$ cat src/rtl/alm_mult_pipe.sv
// alm_mult_pipe
// Pipelined Mitchell-style approximate log multiplier (ALM).
// Each operand is reduced to a leading-one index k and a fixed-point fraction.
// The fractions are truncated to M bits with set-one compensation. The k values
// and the fractions are then added. A piecewise-linear antilog turns the sum
// back into an approximate product.
//
// Pipeline: 3 stages, all advancing together on a global enable.
//   stage 1 : sign / magnitude / leading-one detect / fraction encode + truncate
//   stage 2 : fraction sum S and exponent sum E
//   stage 3 : antilog, zero forcing, sign restore -> output register
//
// Ports
//   clk          clock, rising edge
//   rst_n        asynchronous active-low reset
//   in_valid     operand valid
//   in_ready     operand ready (= !out_valid || out_ready)
//   in_a, in_b   operands, WIDTH bits
//   in_signed    1: operands are two's complement, 0: unsigned
//   in_tag       sideband tag carried with the transaction
//   out_valid    result valid
//   out_ready    downstream ready
//   out_product  approximate product, 2*WIDTH bits
//   out_tag      tag of the transaction on out_product
module alm_mult_pipe #(
  parameter int WIDTH = 16,
  parameter int M     = 6,
  parameter int TAG_W = 4
) (
  input  logic               clk,
  input  logic               rst_n,
  input  logic               in_valid,
  output logic               in_ready,
  input  logic [WIDTH-1:0]   in_a,
  input  logic [WIDTH-1:0]   in_b,
  input  logic               in_signed,
  input  logic [TAG_W-1:0]   in_tag,
  output logic               out_valid,
  input  logic               out_ready,
  output logic [2*WIDTH-1:0] out_product,
  output logic [TAG_W-1:0]   out_tag
);

  localparam int F  = WIDTH - 1;            // fraction bits
  localparam int KW = $clog2(WIDTH);        // leading-one index width
  localparam int EW = KW + 1;               // exponent sum width
  localparam int SW = 2 * WIDTH + F + 1;    // antilog shifter width

  localparam logic [EW:0] ONE_SH = 1;

  // Whole pipe stalls together; a stage only moves when the output can drain.
  logic en;
  assign en       = !out_valid || out_ready;
  assign in_ready = en;

  // ---------------------------------------------------------------------------
  // Stage 1 combinational encode, one copy per operand
  // ---------------------------------------------------------------------------
  logic [1:0][WIDTH-1:0] opnd;
  logic [1:0][F-1:0]     frac_raw;
  logic [1:0][F-1:0]     frac_trunc;
  logic [1:0][KW-1:0]    lead;
  logic [1:0]            nonzero;

  assign opnd[0] = in_a;
  assign opnd[1] = in_b;

  generate
    for (genvar gi = 0; gi < 2; gi++) begin : g_enc
      logic [WIDTH:0]  mag;
      logic [KW-1:0]   k;
      logic [WIDTH:0]  rem;

      always_comb begin
        // WIDTH+1 bits so the most negative operand keeps its full magnitude.
        mag = (in_signed && opnd[gi][WIDTH-1]) ? -{1'b1, opnd[gi]} : {1'b0, opnd[gi]};
        k = '0;
        for (int i = 0; i < WIDTH; i++) begin
          if (mag[i]) k = KW'(i);
        end
        // Strip the leading one, then left-align the remainder into F bits.
        rem = mag ^ ((WIDTH + 1)'(1) << k);
        frac_raw[gi] = F'(rem << (F - int'(k)));
      end

      assign lead[gi]    = k;
      assign nonzero[gi] = |mag;

      if (M < F) begin : g_trunc
        // Keep the top M fraction bits and put a one just below them, which
        // centres the truncation error instead of always rounding down.
        localparam logic [F-1:0] LOW_MASK = F'((64'd1 << (F - M)) - 64'd1);
        localparam logic [F-1:0] SET_BIT  = F'(64'd1 << (F - M - 1));
        assign frac_trunc[gi] = (frac_raw[gi] & ~LOW_MASK) | SET_BIT;
      end else begin : g_full
        assign frac_trunc[gi] = frac_raw[gi];
      end
    end
  endgenerate

  // ---------------------------------------------------------------------------
  // Pipeline registers
  // ---------------------------------------------------------------------------
  logic             v1, sg1, z1;
  logic [F-1:0]     fa1, fb1;
  logic [KW-1:0]    ka1, kb1;
  logic [TAG_W-1:0] tag1;

  logic             v2, sg2, z2;
  logic [F:0]       s2;
  logic [EW-1:0]    e2;
  logic [TAG_W-1:0] tag2;

  // ---------------------------------------------------------------------------
  // Stage 3 combinational antilog
  // ---------------------------------------------------------------------------
  logic [SW-1:0]      mant_w;
  logic [EW:0]        shamt;
  logic [2*WIDTH-1:0] mag_p;
  logic [2*WIDTH-1:0] prod;

  always_comb begin
    // S below 2^F: mantissa 1.S scaled by 2^E.
    // S at or above 2^F: the carry already supplies the integer one, so S is
    // used directly with one extra doubling.
    if (s2[F]) begin
      mant_w = SW'(s2);
      shamt  = {1'b0, e2} + ONE_SH;
    end else begin
      mant_w = SW'({1'b1, s2[F-1:0]});
      shamt  = {1'b0, e2};
    end
    mag_p = (2 * WIDTH)'((mant_w << shamt) >> F);
    if (z2)       prod = '0;
    else if (sg2) prod = -mag_p;
    else          prod = mag_p;
  end

  always_ff @(posedge clk or negedge rst_n) begin
    if (!rst_n) begin
      v1          <= 1'b0;
      sg1         <= 1'b0;
      z1          <= 1'b0;
      fa1         <= '0;
      fb1         <= '0;
      ka1         <= '0;
      kb1         <= '0;
      tag1        <= '0;
      v2          <= 1'b0;
      sg2         <= 1'b0;
      z2          <= 1'b0;
      s2          <= '0;
      e2          <= '0;
      tag2        <= '0;
      out_valid   <= 1'b0;
      out_product <= '0;
      out_tag     <= '0;
    end else if (en) begin
      // Stage 1
      v1   <= in_valid;
      fa1  <= frac_trunc[0];
      fb1  <= frac_trunc[1];
      ka1  <= lead[0];
      kb1  <= lead[1];
      sg1  <= in_signed & (in_a[WIDTH-1] ^ in_b[WIDTH-1]);
      z1   <= !(nonzero[0] && nonzero[1]);
      tag1 <= in_tag;
      // Stage 2
      v2   <= v1;
      s2   <= {1'b0, fa1} + {1'b0, fb1};
      e2   <= {1'b0, ka1} + {1'b0, kb1};
      sg2  <= sg1;
      z2   <= z1;
      tag2 <= tag1;
      // Stage 3
      out_valid   <= v2;
      out_product <= prod;
      out_tag     <= tag2;
    end
  end

endmodule

$ cat config.mk
export PLATFORM = sky130hd
export DESIGN_NAME = alm_mult_pipe
export DESIGN_NICKNAME = d
export VERILOG_FILES = /design/src/rtl/alm_mult_pipe.sv
export SDC_FILE = /design/constraint.sdc
export NUM_CORES = 1
export LEC_CHECK = 0
export ABC_AREA = 1
export ABC_CLOCK_PERIOD_IN_PS = 6700
export CAP_MARGIN = 20
export CORE_ASPECT_RATIO = 2
export CORE_MARGIN = 2
export CORE_UTILIZATION = 29
export DETAILED_ROUTE_END_ITERATION = 12
export GPL_TIMING_DRIVEN = 0
export PLACE_DENSITY = 0.42
export SLEW_MARGIN = 15
export SYNTH_ARGS = -nofsm -noshare
export SYNTH_HDL_FRONTEND = slang
export SYNTH_SLANG_ARGS = --single-unit
$ cat constraint.sdc
create_clock -name clk -period 6.7 [get_ports clk]
set_input_delay 1.34 -clock clk [delete_from_list [all_inputs] [get_ports clk]]
set_output_delay 1.34 -clock clk [all_outputs]
set_load 0.05 [all_outputs]
==> results.toml <==
[power_and_ir_drop]
p_sw_frac = 0.540
pwr-share-seq = 0.199
p_comb_frac = 0.670
leakagePower_nw = 4.31
powerDensity_nw_per_um2 = 465
ir_drop_mv = 0.169
power.net_switching_w = 0.00226
p_clk_frac = 0.131
power.internal_w = 0.00192

[synth]
async_flop_share = 1.00
synth_area_um2 = 7450
synth_edf_count = 0
yosys-top-cells-count = "nand2_1 (408), nand3_1 (129), nor2_1 (114)"
yosysTopAreaCellShare = 0.282
synth.avg_cell_area_um2 = 6.21
yosys.area_share.adder = 0.0289
ys_types = 58
syn_nets = 1256
yosys_warnings = 0
synth_compound_area_frac = 0.139
synth_xor_area_frac = 0.0331
ys_ff_latch = 84
yosysMostFrequentCell = "nand2_1"
synthCells = 1199
synth-main-ff-cell = "dfrtp_1"
seq_area_frac_synth = 0.282
synth_top_family_by_area = "simple AND/OR/NAND/NOR gates"
synth_area_leaders = "dfrtp_1 (28%), nand2_1 (21%), nand3_1 (8.7%)"
synth-simple-area-share = 0.426
synth.area.mux_share = 0
yosysTopAreaCell = "dfrtp_1"

[worst_setup_path]
worstSetupStartpointType = "input port"
crit_slowest_cell = "clkdlybuf4s50_1"
crit_path_max_incr_delay_ps = 780
required_ps = 5360
critPathCaptureType = "output pin"
path_cells = "clkdlybuf4s50_1, nor2_1, clkbuf_1, clkinv_1, clkbuf_1, clkdlybuf4s50_1"
cp_top_family = "buffers and inverters"
crit_buf_inv = 5
cp.arrival_ps = 4240
crit_type = "input port to output pin"
cp_max_fo = 10

[global_route]
track_usage = 0.194
grt_max_degree = 44
grt-ovfl-total = 0
grt_pass1_vias = 8070
antenna_found_initial = 0
grt_pass1_wl_um = 42000

[floorplanning]
row_count = 83
initial_utilization = 0.293
die_h_um = 231
pin_count = 79
core-area_um2 = 25400
die_w_um = 117
dieArea_um2 = 27100

[drt]
initialDrtViolationCount = 427
vias_per_cell = 4.85
dr.max_layer_used = "met4"
drt-met1-wl_um = 11900
first_pass_iters = 5
wl_um = 25500
ant_nets = 0
drcViolationCount = 0
met3_wirelength_um = 612
dr_wl_met2_um = 12600
wl_per_cell_um = 15.6
vias = 7912

[sta]
layout_setup_ws_ps = 1120
min_period_over_period = 0.833
setup_viol = 0
clock_skew_ps = 6.27
fin_tns_setup_ps = 0
fin_crit_ps = 5580
max-slew-margin-rel = 0.498
hold_violations = 0
drv_slew = 0
rsz0062_at_grt = "no"
fmax_mhz = 179
tightest_slew_ps = 753

[clock_network]
cts_tree = "yes"
ctsResizeCount = 0
cts_buffer_depth = 2
cts_buffers = 9
clock-sinks = 84
insertion_delay_ps = 350
cts_hold_buf = 0
postCtsSetupBuffers = 0
root_buffer = "clkbuf_16"
htree_levels = 3
path_clk_slew_ps = 60

[place]
place_ws_ps = 1060
dpl.hpwl_um = 20200
gp_congestion = 0.891
numPortBuffers = 78

[layout]
area.growth.synth_to_final_pct = 20.6
n_antenna_cell = 0
fin_nets = 1346
postLayoutCoreUtil = 0.353
drive_gt1_frac = 0.0696

[job]
maxCapViolCount = 0

[outcome]
outcome = "finished clean"

[worst_hold_path]
hp-class = "flop to flop"
==> worst min-delay path, delay by kind of cell (launching register included) <==
| kind | cells | cell delay, ps |
|---|---|---|
| simple gates | 1 | 50 |
| buf+inv | 1 | 50 |
| flops | 1 | 320 |
==> layout make-up <==
type	instances	area, um^2
Buffer	40	206
Clock buffer	11	233
Clock inverter	4	73.8
Fill cell	2810	16500
Inverter	125	472
Multi-Input combinational cell	950	4670
Sequential cell	84	2100
Tap cell	340	425
Timing Repair Buffer	79	806
==> logic make-up after synthesis <==
family                   count (synthesis)
AND/OR/NAND/NOR                        730
AO/OA/AOI/OAI                          178
adder cells (fa/ha/maj)                 16
buffers and inverters                  165
flip-flops                              84
XOR/XNOR                                26
==> through the flow <==
stage / total power, W / cells / hold slack [ps] / cell area (um^2)
finish: 0.00418 / 1633 / 454 / 8990
floorplan: 0.00283 / 1199 / 420 / 7450
global route: 0.00456 / 1633 / 510 / 8990
global placement: 0.00364 / 1617 / 443 / 8660
detailed placement: 0.00364 / 1618 / 448 / 8680
CTS: 0.00421 / 1633 / 456 / 8990
==> routing by layer <==
layer  GRT usage  vias up
li1            -     4071
met1       0.251     3710
met2       0.344      113
met3      0.0183       18
met4      0.0520        0
met5           0        -
==> path summary, 6_finish.rpt <==
| path | start | end | slack, ps | depth (start not counted) |
|---|---|---|---|---|
| max in group asynchronous | rst_n | out_product[8]$_DFFE_PN0P_ | 5080 | 2 |
| worst min register to register | v2$_DFFE_PN0P_ | out_valid$_DFFE_PN0P_ | 450 | 2 |
| worst max register to register | e2[0]$_DFFE_PN0P_ | out_product[20]$_DFFE_PN0P_ | 3260 | 16 |
| worst max-delay path | out_ready | in_ready | 1120 | 6 |
| min in group asynchronous | rst_n | ka1[0]$_DFFE_PN0P_ | 990 | 1 |
| worst min-delay path | v2$_DFFE_PN0P_ | out_valid$_DFFE_PN0P_ | 450 | 2 |
==> power groups by stage <==
stage	Sequential, W	Clock [W]	Combinational, W
after floorplan	0.00111	0	0.00172
after global placement	0.000846	0	0.00279
after detailed placement	0.000844	0	0.00280
after CTS	0.000839	0.000559	0.00281
after global routing	0.000859	0.000579	0.00312
final	0.000833	0.000546	0.00280
==> cells in the final DEF (no fill, tap or decap), types with 7 or more instances in the layout <==
cell,n
inv_2,12
dfrtp_1,84
a21oi_1,26
nand3_1,129
ha_1,14
buf_2,9
xor2_1,18
o21ai_1,26
buf_4,7
nand2_2,8
nand4_1,18
inv_1,110
nor2_1,114
clkbuf_1,20
clkbuf_16,9
nand2_1,408
xnor2_1,7
clkdlybuf4s50_1,77
o21ai_0,83
nor3_1,7
==> flip-flops by register name, summed over array words and instances (netlist names), 4 cells and up <==
signal / count
tag1: 4
s2: 7
fa1: 6
kb1: 4
out_product: 32
out_tag: 4
e2: 5
fb1: 7
ka1: 4
tag2: 4
Power figures use the tool's default switching activity.
